**config.mk**
```make
export PLATFORM = sky130hd
export DESIGN_NAME = regbank_wr_sched
export DESIGN_NICKNAME = d
export VERILOG_FILES = /design/src/rtl/regbank_pkg.sv /design/src/rtl/regbank_wr_sched_rr_arbiter.sv /design/src/rtl/regbank_wr_sched.sv
export SDC_FILE = /design/constraint.sdc
export NUM_CORES = 1
export LEC_CHECK = 0
export CAP_MARGIN = 15
export CORE_AREA = 4 4 41 43
export CTS_BUF_LIST = sky130_fd_sc_hd__clkbuf_8
export DETAILED_ROUTE_END_ITERATION = 8
export DIE_AREA = 0 0 45 47
export DONT_BUFFER_PORTS = 1
export PLACE_DENSITY = 0.73
export SKIP_LAST_GASP = 1
export SYNTH_ARGS = -nofsm -noshare
export SYNTH_HDL_FRONTEND = slang
export SYNTH_SLANG_ARGS = --single-unit
```
**constraint.sdc**
```tcl
create_clock -name i_clk -period 3.1 [get_ports i_clk]
set_input_delay 0.465 -clock i_clk [delete_from_list [all_inputs] [get_ports i_clk]]
set_output_delay 0.465 -clock i_clk [all_outputs]
set_load 0.02 [all_outputs]
```
**src/rtl/regbank_pkg.sv**
```systemverilog
// Shared types and default sizing for the register-bank write scheduler.
package regbank_pkg;

  typedef enum logic [0:0] {
    IDLE = 1'b0,
    FILL = 1'b1
  } regbank_state_e;

  localparam int unsigned REGBANK_DEPTH = 8;
  localparam int unsigned REGBANK_NREQ  = 4;

endpackage

```
**src/rtl/regbank_wr_sched_rr_arbiter.sv**
```systemverilog
// Round-robin arbiter: combinational one-hot grant, pointer advances past each winner.
module rr_arbiter #(
  parameter int unsigned N = 4,
  localparam int unsigned PW = (N > 1) ? $clog2(N) : 1
) (
  input  logic i_clk,
  input  logic i_rst,
  input  logic i_req [N],
  input  logic i_en,
  output logic o_gnt [N]
);

  logic [PW-1:0] r_ptr;
  logic [PW-1:0] w_win;
  logic          w_found;
  int unsigned   w_idx;

  // First requester at or after the pointer, scanning upward modulo N.
  always_comb begin
    w_found = 1'b0;
    w_win   = '0;
    w_idx   = 0;
    for (int unsigned off = 0; off < N; off++) begin
      w_idx = 32'(r_ptr) + off;
      if (w_idx >= N) w_idx = w_idx - N;
      if (!w_found && i_req[PW'(w_idx)]) begin
        w_found = 1'b1;
        w_win   = PW'(w_idx);
      end
    end
  end

  always_comb begin
    for (int k = 0; k < int'(N); k++) begin
      o_gnt[k] = i_en && w_found && (w_win == PW'(k));
    end
  end

  always_ff @(posedge i_clk) begin
    if (i_rst) begin
      r_ptr <= '0;
    end else if (i_en && w_found) begin
      r_ptr <= (w_win == PW'(N - 1)) ? '0 : w_win + PW'(1);
    end
  end

endmodule

```
**src/rtl/regbank_wr_sched.sv**
```systemverilog
// Write scheduler for the shared register bank: round-robin single writes plus an
// optional whole-bank fill sequence, enabled by REGBANK_WR_SCHED_FILL_EN.
module regbank_wr_sched
  import regbank_pkg::*;
#(
  parameter int unsigned N_REQ = REGBANK_NREQ,
  parameter int unsigned DEPTH = REGBANK_DEPTH,
  parameter int unsigned WIDTH = 1,
  localparam int unsigned AW   = (DEPTH > 1) ? $clog2(DEPTH) : 1
) (
  input  logic             i_clk,
  input  logic             i_rst,
  input  logic             i_req   [N_REQ],
  input  logic [AW-1:0]    i_addr  [N_REQ],
  input  logic [WIDTH-1:0] i_wdata [N_REQ],
  output logic             o_gnt   [N_REQ],
  input  logic             i_fill,
  input  logic [WIDTH-1:0] i_fill_val,
  output logic             o_busy,
  output logic [WIDTH-1:0] o_q     [DEPTH]
);

  logic             w_arb_en;
  logic             w_fill_we;
  logic             w_we;
  logic [AW-1:0]    w_waddr;
  logic [WIDTH-1:0] w_wdata;
  logic             w_gnt [N_REQ];
  logic [WIDTH-1:0] r_q   [DEPTH];

  rr_arbiter #(.N(N_REQ)) u_arb (
    .i_clk (i_clk),
    .i_rst (i_rst),
    .i_req (i_req),
    .i_en  (w_arb_en),
    .o_gnt (w_gnt)
  );

  assign o_gnt = w_gnt;

`ifdef REGBANK_WR_SCHED_FILL_EN
  regbank_state_e r_state;
  regbank_state_e w_state_nxt;
  logic [AW-1:0]  r_cnt;
  logic           r_busy;

  always_ff @(posedge i_clk) begin
    if (i_rst) begin
      r_state <= IDLE;
      r_cnt   <= '0;
      r_busy  <= 1'b0;
    end else begin
      r_state <= w_state_nxt;
      r_busy  <= (w_state_nxt == FILL);
      r_cnt   <= (r_state == FILL) ? r_cnt + AW'(1) : '0;
    end
  end

  // A fill pulse pre-empts arbitration; fill pulses are ignored once filling.
  always_comb begin
    w_state_nxt = r_state;
    w_arb_en    = 1'b0;
    w_fill_we   = 1'b0;
    case (r_state)
      IDLE: begin
        if (i_fill) w_state_nxt = FILL;
        else        w_arb_en    = 1'b1;
      end
      FILL: begin
        w_fill_we = 1'b1;
        if (r_cnt == AW'(DEPTH - 1)) w_state_nxt = IDLE;
      end
      default: w_state_nxt = IDLE;
    endcase
  end

  assign o_busy = r_busy;
`else
  logic w_unused_fill;

  assign w_arb_en      = 1'b1;
  assign w_fill_we     = 1'b0;
  assign o_busy        = 1'b0;
  assign w_unused_fill = ^{i_fill, i_fill_val};
`endif

  // Single write port: granted requester, or the fill sequencer when active.
  always_comb begin
    w_we    = 1'b0;
    w_waddr = '0;
    w_wdata = '0;
    for (int k = 0; k < int'(N_REQ); k++) begin
      if (w_gnt[k]) begin
        w_we    = 1'b1;
        w_waddr = i_addr[k];
        w_wdata = i_wdata[k];
      end
    end
`ifdef REGBANK_WR_SCHED_FILL_EN
    if (w_fill_we) begin
      w_we    = 1'b1;
      w_waddr = r_cnt;
      w_wdata = i_fill_val;
    end
`endif
  end

  always_ff @(posedge i_clk) begin
    if (i_rst) begin
      for (int i = 0; i < int'(DEPTH); i++) r_q[i] <= '0;
    end else if (w_we) begin
      r_q[w_waddr] <= w_wdata;
    end
  end

  assign o_q = r_q;

endmodule

```
==> results.py <==
metrics = {
    "worst_setup_path": {
        "critical_path_class": "reg -> reg",
        "critPathMaxFanout": 6,
        "endpoint_kind": "register",
        "r2r_end": "o_q[1]$_SDFFE_PP0P_",
        "cp-start-kind": "register",
        "rrSetupSlack_ns": 0.44,
        "reg2reg_depth": 10,
        "worstPathRequired_ns": 3.25,
        "cp.arrival_ns": 2.82,
        "rr_startpoint": "u_arb.r_ptr[1]$_SDFFE_PP0P_",
    },
    "routing": {
        "num_vias": 609,
        "dr.pass1.iters": 4,
        "postRouteAntennaNets": 0,
        "wl_per_cell_um": 15.2,
        "drc": 0,
        "drt-initial-drc-count": 6,
        "vias_per_cell": 6.03,
        "wl_um": 1530,
    },
    "sta": {
        "worst_slew_pin_slew_ns": 0.546,
        "period_minus_slack_ns": 2.66,
        "slew_violations": 0,
        "max_clock_freq_mhz": 376,
        "finalCritPeriodShare_pct": 85.8,
        "whs_ns": 0.305,
        "finalClockSkew_ns": 0.00355,
        "final-setup-viol-count": 0,
        "tns_ns": 0,
        "slew_headroom_pct": 63.3,
        "finalHoldViolCount": 0,
        "rsz0062_at_grt": "no",
    },
    "global_routing": {
        "grt_usage_pct": 16.6,
        "antenna_found_initial": 0,
        "grt_pass1_vias": 624,
        "grt_pass1_wl_um": 2600,
        "overflow": 0,
        "grt_max_degree": 12,
    },
    "flow_run": {
        "max_cap_violations": 0,
    },
    "floorplanning": {
        "fp-row-count": 13,
        "die_area_mm2": 0.00212,
        "die_y_um": 47,
        "die_w_um": 45,
        "start_util_pct": 58.7,
        "core-area_mm2": 0.00130,
        "ioPinCount": 37,
    },
    "synthesis": {
        "syn_nets": 112,
        "ys_seq_area_share_pct": 26.2,
        "yosys_register_bits": 10,
        "synth_edf_count": 0,
        "ys.flop_type": "dfxtp_1",
        "synth_cells": 84,
        "avgSynthCellArea_um2": 9.09,
        "netlist_area_um2": 763,
        "yosysWarnings": 0,
        "async_flop_share_pct": 0,
        "synth_cell_types": 33,
    },
    "finish": {
        "drive_gt1_share_pct": 17.4,
        "ff_latch_area_um2": 200,
        "multi_input_area_um2": 537,
        "area_growth_pct": 8.20,
        "final_cell_mix": "mux2i_1 (10), dfxtp_1 (10), nand2b_1 (9), nor2_1 (6)",
        "fill_cells": 114,
        "postLayoutCellArea_um2": 826,
        "final_nets": 115,
        "diodes": 0,
    },
    "cts": {
        "post-cts-setup-buffers": 0,
        "cts_buffers": 3,
        "clk_pin_slew_ns": 0.05,
        "cts_root_buf": "clkbuf_8",
        "cts_max_path_buffers": 2,
        "numClockSinks": 10,
        "cts-resized-gates": 0,
        "cts_tree": "done",
        "hold_buffers": 0,
        "worstSkewPairLatency_ns": 0.23,
        "htreeDepth": 1,
    },
    "placed_design": {
        "gp_congestion": 0.801,
        "place_area_um2": 771,
        "hpwl_um": 1210,
        "numPortBuffers": 0,
    },
    "pwr": {
        "sw_frac_of_total_pct": 36.4,
        "combPwrFrac_pct": 39.1,
        "leakagePower_nw": 0.327,
        "ir_drop_uv": 438,
        "p_clk_share_pct": 28.7,
        "powerDensity_mw_per_mm2": 667,
        "p_switching_uw": 200,
        "p_int_uw": 350,
        "pwr-share-seq_pct": 32.2,
    },
    "worst_hold_path": {
        "hp-start": "i_rst",
        "min_to": "u_arb.r_ptr[1]$_SDFFE_PP0P_",
        "hp-class": "in -> reg",
        "holdPathStages": 1,
    },
    "outcome": {
        "status": "finished clean",
    },
}
==> critical path: stages, from the launching register on <==
cell	delay, ns
dfxtp_1	0.42
mux2i_1	0.21
nor2_1	0.05
nor3_1	0.46
inv_1	0.13
ha_1	0.29
a211o_1	0.29
a21oi_2	0.20
nor2_1	0.06
and4bb_1	0.29
mux2i_1	0.19
==> worst max-delay path by stage <==
stage / startpoint / endpoint / cells after the start
floorplan: i_req[1] / o_q[1]$_SDFFE_PP0P_ / 10
finish: u_arb.r_ptr[1]$_SDFFE_PP0P_ / o_q[1]$_SDFFE_PP0P_ / 10
CTS: u_arb.r_ptr[1]$_SDFFE_PP0P_ / o_q[1]$_SDFFE_PP0P_ / 10
global placement: u_arb.r_ptr[1]$_SDFFE_PP0P_ / o_q[3]$_SDFFE_PP0P_ / 10
global route: u_arb.r_ptr[1]$_SDFFE_PP0P_ / o_q[3]$_SDFFE_PP0P_ / 10
detailed placement: u_arb.r_ptr[1]$_SDFFE_PP0P_ / o_q[1]$_SDFFE_PP0P_ / 10
==> flip-flops by register name, summed over array words and instances, names as in the netlist <==
name         cells
u_arb.r_ptr      2
o_q              8
==> metal layers <==
metal	vias to the layer above	global-route usage (%)	wire, um
met1	277	20.3	645
met2	24	26.6	730
met4	0	6.43	12
met5	-	0	0
met3	2	6.13	145
li1	306	-	-
==> kinds of logic after synthesis <==
family / after synthesis / synth area share (%)
flip-flops: 10 / 26.2
AO/OA/AOI/OAI: 18 / 17.7
multiplexers: 10 / 13.1
buffers and inverters: 6 / 3.44
adder cells (fa/ha/maj): 4 / 6.56
AND/OR/NAND/NOR: 35 / 32.5
other: 1 / 0.491
==> cells in the mapped netlist, types with 2 or more instances <==
cell type  count  area [um2]
nor2_1         6        22.5
nand3b_1       2        15.0
o22ai_1        3        18.8
nor3_1         2        10.0
a21oi_1        3        15.0
dfxtp_1       10         200
mux2i_1       10         100
nor3b_2        3        37.5
inv_1          4        15.0
nand2_1        3        11.3
and2b_1        2        15.0
nand2b_1       9        56.3
ha_1           4        50.1
a22oi_1        2        15.0
a21oi_2        3        26.3
==> metrics by stage <==
step           utilization, %  power [mW]  setup slack (ns)  cells
5_1_grt                  63.5       0.590             0.116    101
3_5_place_dp             59.2       0.396             0.421     97
4_1_cts                  63.5       0.556             0.405    101
3_3_place_gp             59.2       0.389             0.528     97
6_report                 63.5       0.550             0.439    101
2_1_floorplan               -       0.365             0.770     84
==> cell type report <==
class	instances	share of cell area (%)
inverters	4	1.82
flip-flops and latches	10	24.2
clock buffers	4	6.67
well taps	15	2.27
multi-input cells	68	65.0
==> power by group through the flow <==
stage,Clock (mW),Sequential (mW),Combinational (mW)
floorplan,0,0.177,0.189
global placement,0,0.180,0.209
detailed placement,0,0.180,0.216
CTS,0.161,0.178,0.218
global route,0.170,0.180,0.241
finish,0.158,0.177,0.215
(Power assumes the default switching activity.)
